### src/rtl/disp_arb_pkg.sv
// Shared types and helpers for the two-requester seven-segment display arbiter.
package disp_arb_pkg;

  typedef enum logic [1:0] {
    IDLE = 2'd0,
    OWN0 = 2'd1,
    OWN1 = 2'd2
  } arb_state_t;

  localparam int NUM_DIGITS = 8;
  localparam int DIGIT_W    = 4;

  // Digit k of a display word; digit 0 is the least significant nibble.
  function automatic logic [DIGIT_W-1:0] word_nibble(
    input logic [NUM_DIGITS*DIGIT_W-1:0] word,
    input int                            k
  );
    return word[k*DIGIT_W +: DIGIT_W];
  endfunction

endpackage

### src/rtl/display_arbiter_hold_timer.sv
// Saturating ownership-tenure counter; done marks that the minimum hold has elapsed.
module hold_timer #(
  parameter int HOLD_CYCLES = 100000,
  localparam int CNT_W      = $clog2(HOLD_CYCLES + 1)
) (
  input  logic clk,
  input  logic rst,
  input  logic clear,
  input  logic enable,
  output logic done
);

  localparam logic [CNT_W-1:0] LAST = CNT_W'(HOLD_CYCLES - 1);

  logic [CNT_W-1:0] hold_cnt;

  // Count owned cycles; clear on every ownership entry and stick at LAST.
  always_ff @(posedge clk or posedge rst) begin
    if (rst) begin
      hold_cnt <= {CNT_W{1'b0}};
    end else if (clear) begin
      hold_cnt <= {CNT_W{1'b0}};
    end else if (enable && (hold_cnt != LAST)) begin
      hold_cnt <= hold_cnt + {{(CNT_W-1){1'b0}}, 1'b1};
    end else begin
      hold_cnt <= hold_cnt;
    end
  end

  assign done = (hold_cnt == LAST);

endmodule

### src/rtl/display_arbiter.sv
// Arbitrates the 8-digit display between two requesters with round-robin
// tie-break and a minimum hold before a contender may preempt the owner.
module display_arbiter
  import disp_arb_pkg::*;
#(
  parameter int          HOLD_CYCLES = 100000,
  parameter logic [31:0] IDLE_WORD   = 32'h0000_0000
) (
  input  logic        CLK,
  input  logic        reset,
  input  logic [1:0]  req,
  input  logic [1:0]  wr,
  input  logic [31:0] word_0,
  input  logic [31:0] word_1,
  output logic [1:0]  grant,
  output logic        busy,
  output logic [3:0]  data_7,
  output logic [3:0]  data_6,
  output logic [3:0]  data_5,
  output logic [3:0]  data_4,
  output logic [3:0]  data_3,
  output logic [3:0]  data_2,
  output logic [3:0]  data_1,
  output logic [3:0]  data_0
);

  arb_state_t  state;
  arb_state_t  next_state;
  logic [31:0] disp_word;
  logic [31:0] next_word;
  logic        last_owner;
  logic        next_last;
  logic        entry;
  logic        tgt;
  logic        own_idx;
  logic        oth_idx;
  logic        hold_done;

  hold_timer #(
    .HOLD_CYCLES(HOLD_CYCLES)
  ) u_hold_timer (
    .clk   (CLK),
    .rst   (reset),
    .clear (entry),
    .enable(state != IDLE),
    .done  (hold_done)
  );

  // Next-state and next-display-word selection; any ownership entry loads the new owner's word.
  always_comb begin
    next_state = state;
    next_word  = disp_word;
    next_last  = last_owner;
    entry      = 1'b0;
    tgt        = 1'b0;
    own_idx    = (state == OWN1);
    oth_idx    = ~own_idx;
    case (state)
      IDLE: begin
        case (req)
          2'b01: begin
            entry = 1'b1;
            tgt   = 1'b0;
          end
          2'b10: begin
            entry = 1'b1;
            tgt   = 1'b1;
          end
          2'b11: begin
            entry = 1'b1;
            tgt   = ~last_owner;
          end
          default: begin
            entry = 1'b0;
          end
        endcase
      end
      OWN0, OWN1: begin
        if (!req[own_idx] && req[oth_idx]) begin
          entry = 1'b1;
          tgt   = oth_idx;
        end else if (!req[own_idx]) begin
          next_state = IDLE;
          next_word  = IDLE_WORD;
        end else if (req[oth_idx] && hold_done) begin
          entry = 1'b1;
          tgt   = oth_idx;
        end else if (wr[own_idx]) begin
          next_word = own_idx ? word_1 : word_0;
        end else begin
          next_word = disp_word;
        end
      end
      default: begin
        next_state = IDLE;
        next_word  = IDLE_WORD;
      end
    endcase
    if (entry) begin
      next_state = tgt ? OWN1 : OWN0;
      next_word  = tgt ? word_1 : word_0;
      next_last  = tgt;
    end else begin
      next_last  = last_owner;
    end
  end

  // State, ownership outputs and display word, all registered.
  always_ff @(posedge CLK or posedge reset) begin
    if (reset) begin
      state      <= IDLE;
      grant      <= 2'b00;
      busy       <= 1'b0;
      last_owner <= 1'b1;
      disp_word  <= IDLE_WORD;
    end else begin
      state      <= next_state;
      last_owner <= next_last;
      disp_word  <= next_word;
      case (next_state)
        OWN0:    grant <= 2'b01;
        OWN1:    grant <= 2'b10;
        default: grant <= 2'b00;
      endcase
      busy       <= (next_state != IDLE);
    end
  end

  assign data_7 = word_nibble(disp_word, 7);
  assign data_6 = word_nibble(disp_word, 6);
  assign data_5 = word_nibble(disp_word, 5);
  assign data_4 = word_nibble(disp_word, 4);
  assign data_3 = word_nibble(disp_word, 3);
  assign data_2 = word_nibble(disp_word, 2);
  assign data_1 = word_nibble(disp_word, 1);
  assign data_0 = word_nibble(disp_word, 0);

endmodule

### config.mk
export PLATFORM = sky130hd
export DESIGN_NAME = display_arbiter
export DESIGN_NICKNAME = d
export VERILOG_FILES = /design/src/rtl/disp_arb_pkg.sv /design/src/rtl/display_arbiter_hold_timer.sv /design/src/rtl/display_arbiter.sv
export SDC_FILE = /design/constraint.sdc
export NUM_CORES = 1
export LEC_CHECK = 0
export CAP_MARGIN = 20
export CELL_PAD_IN_SITES_DETAIL_PLACEMENT = 1
export CELL_PAD_IN_SITES_GLOBAL_PLACEMENT = 2
export CORE_MARGIN = 4
export CORE_UTILIZATION = 38
export CTS_BUF_LIST = sky130_fd_sc_hd__clkbuf_8
export CTS_CLUSTER_SIZE = 30
export DETAILED_ROUTE_END_ITERATION = 7
export DONT_BUFFER_PORTS = 1
export MAX_ROUTING_LAYER = met4
export PLACE_DENSITY = 0.83
export SYNTH_ARGS = -nofsm -noshare
export SYNTH_HDL_FRONTEND = slang
export SYNTH_SLANG_ARGS = --single-unit
### constraint.sdc
create_clock -name CLK -period 2.4 [get_ports CLK]
set_input_delay 0.48 -clock CLK [delete_from_list [all_inputs] [get_ports CLK]]
set_output_delay 0.48 -clock CLK [all_outputs]
set_load 0.005 [all_outputs]
==> results of run 1 <==
## worst max-delay path, delay by kind of cell (launching register included)
kind / cells / cell delay, ns
DFF: 1 / 0.45
and+or+nand+nor: 2 / 0.43
AOI/OAI and AO/OA: 3 / 0.62
muxes: 1 / 0.26
buffers and inverters: 3 / 0.50
## logic make-up (layout without fill, tap and decap cells)
family          after synthesis  after routing  share of synthesized area [%]
compound gates               56             56                          14.46
xor+xnor                     16             16                          3.800
fa+ha+maj                     4              4                          1.357
buf+inv                      33             49                          6.481
flops                        55             55                          37.36
mux                          66             66                          19.34
simple gates                 98             98                          17.20
## area by class of cell
class	count	area [um^2]	share of cell area (%)
Multi-Input combinational cell	240	2140	51.54
Clock buffer	5	68.82	1.658
Timing Repair Buffer	33	349.1	8.409
Inverter	8	30.03	0.7233
Clock inverter	3	22.52	0.5425
Sequential cell	55	1380	33.24
Tap cell	129	161.4	3.888
## cell usage in the layout (no fill, tap or decap), drive strengths merged, types with 8 or more instances in the layout
| master | netlist | routed |
|---|---|---|
| buf | 13 | 33 |
| inv | 8 | 10 |
| dfrtp | 54 | 54 |
| a221o | 31 | 31 |
| nand3 | 8 | 8 |
| nor2 | 22 | 22 |
| xor2 | 12 | 12 |
| nor3b | 32 | 32 |
| mux2 | 32 | 32 |
| mux2i | 34 | 34 |
| nand2 | 12 | 12 |
## sequential cells by signal, indices dropped and copies added, names as in the netlist
register               cells
busy                       1
last_owner                 1
state                      2
grant                      2
u_hold_timer.hold_cnt     17
disp_word                 32
## per-layer routing
layer | part of all wire (%) | routed length, um
met1 | 40 | 4002
met2 | 53 | 5333
met3 | 5.9 | 593
met4 | 1.8 | 178
met5 | 0 | 0
## worst max path at each step
stage / start / endpoint / slack (ns) / cells after the start
final: u_hold_timer.hold_cnt[13] / disp_word[10] / 0.02 / 9
after floorplan: state[0] / disp_word[18] / 0.07 / 9
after global routing: u_hold_timer.hold_cnt[6] / disp_word[24] / -0.07 / 9
after global placement: state[0] / disp_word[29] / 0.04 / 9
after detailed placement: u_hold_timer.hold_cnt[8] / disp_word[10] / -0.02 / 8
after CTS: state[0] / disp_word[10] / 0.009 / 10
## per-stage QoR
step	cell area, um^2	hold slack, ns	std cells	total power [mW]	setup TNS, ns
floorplan	3687	0.4865	328	3.592	0
global placement	3931	0.5103	458	4.213	0
detailed placement	3931	0.5178	458	4.306	-0.04924
CTS	4058	0.2704	469	4.961	0
global route	4151	0.2951	473	5.410	-1.697
finish	4151	0.2417	473	5.047	0
## what timing repair did
| item | 4_1_cts | 5_1_grt |
|---|---|---|
| setup endpoints to repair | 26 | 35 |
| pin swaps | 1 | 3 |
| gates resized for setup | 6 | 21 |
| setup buffers | 1 | 4 |
| gates cloned | 2 | 0 |
## report_power, final
group          leakage [nW]  switching (mW)  internal [mW]  total, mW
clock network        0.0489           0.343          0.213      0.555
logic                 0.943            1.43           1.63       3.06
registers             0.722           0.214           1.22       1.43
==> out/qor.txt, run 1 <==
Status = finished, final reports clean
RSZ-0062 raised after global routing = true
Critical Path Start Type = flop
DRT Pass-1 Iters = 4
Setup Skew = 0.01174 ns
Synth Instances = 328
Slew margin rel. = 51.85%
Worst-path maximum fanout = 9
Die H = 106.5 um
Clock Latency Late Sink = 0.32 ns
Iter 0 DRT Violations = 146
GRT Resource Usage Total = 18.52%
Final antenna-violating net count = 0
Period utilization = 99.12%
CP arrival = 2.58 ns
Final WL = 10,110 um
End of the worst register-to-register path = disp_word[10]
First-pass GRT wire length = 16,220 um
Syn. warnings = 0
Met1 GRT Util = 21.64%
Final min period = 2.379 ns
Synth unique cells = 51
# IOs = 105
Pre-CTS setup slack = -0.02265 ns
Post-CTS Hold Buffers = 0
Setup Crit Path Kind = flop to flop
GR Util met3 = 4.372%
Die Width = 106.5 um
Dpl hpwl = 7235 um
Post-synth top flop = dfrtp_1
Fmax = 420.3 MHz
CTS tree = done
Total CTS buffers = 5
Layer with the highest usage = met2
Syn Nets = 402
Worst min path class = primary input to asynchronous set/reset pin
Endpoint class of the critical path = flop
# nets final = 417
Crit-path max cell delay = 0.45 ns
R2R setup slack = 0.02 ns
Root buf cell = clkbuf_8
Placer Congestion = 0.8401
Area share of the largest cell type after synthesis = 36.65%
PwrDens = 1216 nW/um^2
WL/cell = 21.37 um
DR DRC count = 0
Cell taking the most area after synthesis = dfrtp_1
Leakage power = 1.714 nW
Syn avg cell area = 11.24 um^2
#FFs+latches synth = 55
Layout cells sized above 1 = 31.10%
Area contributors post-synth = dfrtp_1 37%, mux2_2 9.8%, mux2i_1 9.0%, a221o_1 8.4%, nor3b_1 6.5%
Worst r2r path cells = 9
Largest net degree at the start of global routing = 56
PortBufs = 0
ANT cells = 0
Peak supply drop = 0.0004447 V
Total congestion overflow = 0
EDFF count, synth = 0
CP max stage cell = dfrtp_1
Slew @ Worst Pin = 0.7223 ns
Max-Cap Viols = 0
Clock transition at the registers of the reported paths = 0.12 ns
Clock buffer depth = 2
Fin. Hold Viols = 0
Via-per-instance ratio = 5.803
GR Util met2 = 31.72%
Initial antenna violation count = 0
Vias = 2,745
Crit-path cells = nor4b_4 -> buf_4 -> a41oi_4 -> a211oi_4 -> buf_6 -> buf_6 -> nor3b_1 -> a221o_1 -> mux2_2
Die area = 11,340 um^2
Final Max Tran Viols = 0
Final core occ = 44.51%
Reg-to-reg startpoint = u_hold_timer.hold_cnt[13]
Num Clock Sinks = 55
FFs w/ async S/R, synth = 100.0%
H-tree levels = 2
Final WS setup = 0.02101 ns
Top cells by count, synth = 54 x dfrtp_1, 33 x mux2i_1, 32 x mux2_2, 32 x nor3b_1, 31 x a221o_1
Dominant cell by count in the synthesized netlist = dfrtp_1
Area of the core = 9328 um^2
Post-synthesis cell area = 3687 um^2
Seq/Total Area, Yosys = 37.36%
Starting density of the core = 39.53%
Crit path top cell by count = buf_6
Floorplan row count = 35
Fill cells = 1,003
Setup-failing EPs final = 0
Vias in the first global route = 3,091
Layout area overhead = 12.59%
Critical Path RT = 2.60 ns
No activity file was read; power rests on OpenSTA's default activity.
==> inputs of run 2 (changes only) <==
--- a/config.mk
+++ b/config.mk
@@ -9,13 +9,12 @@
 export CELL_PAD_IN_SITES_DETAIL_PLACEMENT = 1
 export CELL_PAD_IN_SITES_GLOBAL_PLACEMENT = 2
 export CORE_MARGIN = 4
-export CORE_UTILIZATION = 38
-export CTS_BUF_LIST = sky130_fd_sc_hd__clkbuf_8
+export CORE_UTILIZATION = 36
 export CTS_CLUSTER_SIZE = 30
 export DETAILED_ROUTE_END_ITERATION = 7
 export DONT_BUFFER_PORTS = 1
 export MAX_ROUTING_LAYER = met4
-export PLACE_DENSITY = 0.83
+export PLACE_DENSITY = 0.79
 export SYNTH_ARGS = -nofsm -noshare
 export SYNTH_HDL_FRONTEND = slang
 export SYNTH_SLANG_ARGS = --single-unit
==> out/qor.txt, run 2 (synthesized netlist as in run 1, its figures left out) <==
CTS tree = done
GRT Resource Usage Total = 17.93%
RSZ-0062 raised after global routing = true
Hold Crit Depth = 2
Dpl hpwl = 7290 um
Die area = 11,930 um^2
ANT cells = 0
Period utilization = 98.60%
Placed inst area = 3974 um^2
Design area = 4178 um^2
Root buf cell = clkbuf_8
Reg area = 1381 um^2
CP arrival = 2.57 ns
Initial antenna violation count = 0
# IOs = 105
Layout cells sized above 1 = 30.66%
PwrDens = 1201 nW/um^2
DRT Pass-1 Iters = 4
Crit path top cell by count = mux2_2
Slew @ Worst Pin = 0.4594 ns
Peak supply drop = 0.0003854 V
Setup Crit Path Kind = flop to flop
Critical path buffers and inverters = 3
PortBufs = 0
Status = finished, final reports clean
Critical Path Start Type = flop
Fill cells = 1,083
Endpoint class of the critical path = flop
H-tree levels = 2
Max FFs per register = 32
Setup-failing EPs final = 0
Final Max Tran Viols = 0
Clock buffer depth = 2
Final core occ = 42.35%
Worst min path class = primary input to flop
R2R setup slack = 0.03 ns
Vias = 2,791
Worst r2r path cells = 9
Die H = 109.2 um
Num Clock Sinks = 55
Slew margin rel. = 69.37%
Placer Congestion = 0.7840
Most flop-heavy register = disp_word
Total CTS buffers = 5
Clock transition at the registers of the reported paths = 0.11 ns
Crit-path cells = inv_1 -> ha_2 -> buf_4 -> mux2_2 -> nand3b_4 -> mux2i_4 -> buf_12 -> a221o_1 -> mux2_2
Area of the core = 9864 um^2
Max-Cap Viols = 0
Stages on the worst setup path = 9
Largest net degree at the start of global routing = 32
Hold EP = disp_word[17]
Reg-to-reg startpoint = state[0]
Clock Latency Late Sink = 0.33 ns
Die Width = 109.2 um
First-pass GRT wire length = 16,200 um
Total congestion overflow = 0
Worst hold path startpoint = word_0[17]
Beginning of the critical path = state[0]
Final Power = 5.017 mW
Fmax = 422.6 MHz
Iter 0 DRT Violations = 147
CP max stage cell = dfrtp_1
Largest delay share family, worst path = multiplexers
DR DRC count = 0
Final WL = 10,320 um
# nets final = 422
Most common cell after layout, fill and taps aside = dfrtp_1
Fin. Hold Viols = 0
Floorplan row count = 36
Largest regs = disp_word: 32 flops, u_hold_timer.hold_cnt: 17 flops
Setup Skew = 0.01889 ns
Layout area overhead = 13.30%
Final antenna-violating net count = 0
Crit-path max cell delay = 0.41 ns
End of the worst register-to-register path = disp_word[19]
Via-per-instance ratio = 5.790
Area of the multi-input gates = 2123 um^2
WL/cell = 21.41 um
Worst-path maximum fanout = 31
Final min period = 2.366 ns
Most frequent cells in the layout = 51 x dfrtp_1, 33 x mux2i_1, 32 x mux2_2, 32 x nor3b_1, 31 x a221o_1
Critical Path RT = 2.61 ns
Vias in the first global route = 3,040
Starting density of the core = 37.38%
Leakage power = 1.724 nW
run 2: changes by cell type in the layout (fill, tap and decap cells not counted), sizes merged:
cell and change:
clkbuf +1, buf +3, dlygate4sd3 +1, inv -1, clkinvlp +1
run 2: timing repair:
item	4_1_cts	5_1_grt
hold buffers	1	0
gates cloned	0	1
endpoints found under the setup margin	28	34
pin swaps	1	4
resized for setup	0	12
endpoints found under the hold margin	6	0
buffers inserted	0	5
run 2: worst register-to-register path: stages (launching register included):
cell	delay, ns
dfrtp_1	0.41
inv_1	0.09
ha_2	0.20
buf_4	0.16
mux2_2	0.38
nand3b_4	0.10
mux2i_4	0.09
buf_12	0.19
a221o_1	0.38
mux2_2	0.25
run 2: through the flow:
| step | setup TNS [ns] | instances | hold WS (ns) | setup slack (ns) |
|---|---|---|---|---|
| detailed placement | -1.181 | 467 | 0.3581 | -0.05686 |
| global placement | -0.3470 | 467 | 0.3473 | -0.02370 |
| floorplan | 0 | 328 | 0.4865 | 0.07252 |
| global route | -0.6922 | 482 | 0.3285 | -0.04834 |
| CTS | -0.5780 | 476 | 0.3030 | -0.04924 |
| finish | 0 | 482 | 0.3156 | 0.03353 |
run 2: area by class of cell:
cell class	count	area share, %
multi-input cells	240	50.82
flip-flops and latches	55	33.06
repair buffers	38	9.194
well taps	133	3.983
clock buffers	5	1.647
inverters	8	0.7188
clock inverters	3	0.5690
run 2: how the worst max path moves through the flow:
| stage | slack [ns] | to |
|---|---|---|
| 6_report | 0.03 | disp_word[19] |
| 3_3_place_gp | -0.02 | disp_word[6] |
| 5_1_grt | -0.05 | disp_word[12] |
| 2_1_floorplan | 0.07 | disp_word[18] |
| 3_5_place_dp | -0.06 | disp_word[26] |
| 4_1_cts | -0.05 | disp_word[22] |
run 2: power by group:
| group | internal (mW) | switching [mW] | total (mW) | leakage [nW] |
|---|---|---|---|---|
| clock network | 0.212 | 0.352 | 0.564 | 0.0461 |
| registers | 1.22 | 0.220 | 1.44 | 0.720 |
| logic | 1.60 | 1.42 | 3.02 | 0.958 |
| total | 3.03 | 1.99 | 5.02 | 1.72 |
run 2: per-layer routing:
layer | vias up | share of wire [%] | track usage, %
li1 | 1270 | - | -
met1 | 1445 | 40 | 21.77
met2 | 70 | 52 | 29.91
met3 | 6 | 6.8 | 4.737
met4 | 0 | 0.94 | 4.274
met5 | - | 0 | -
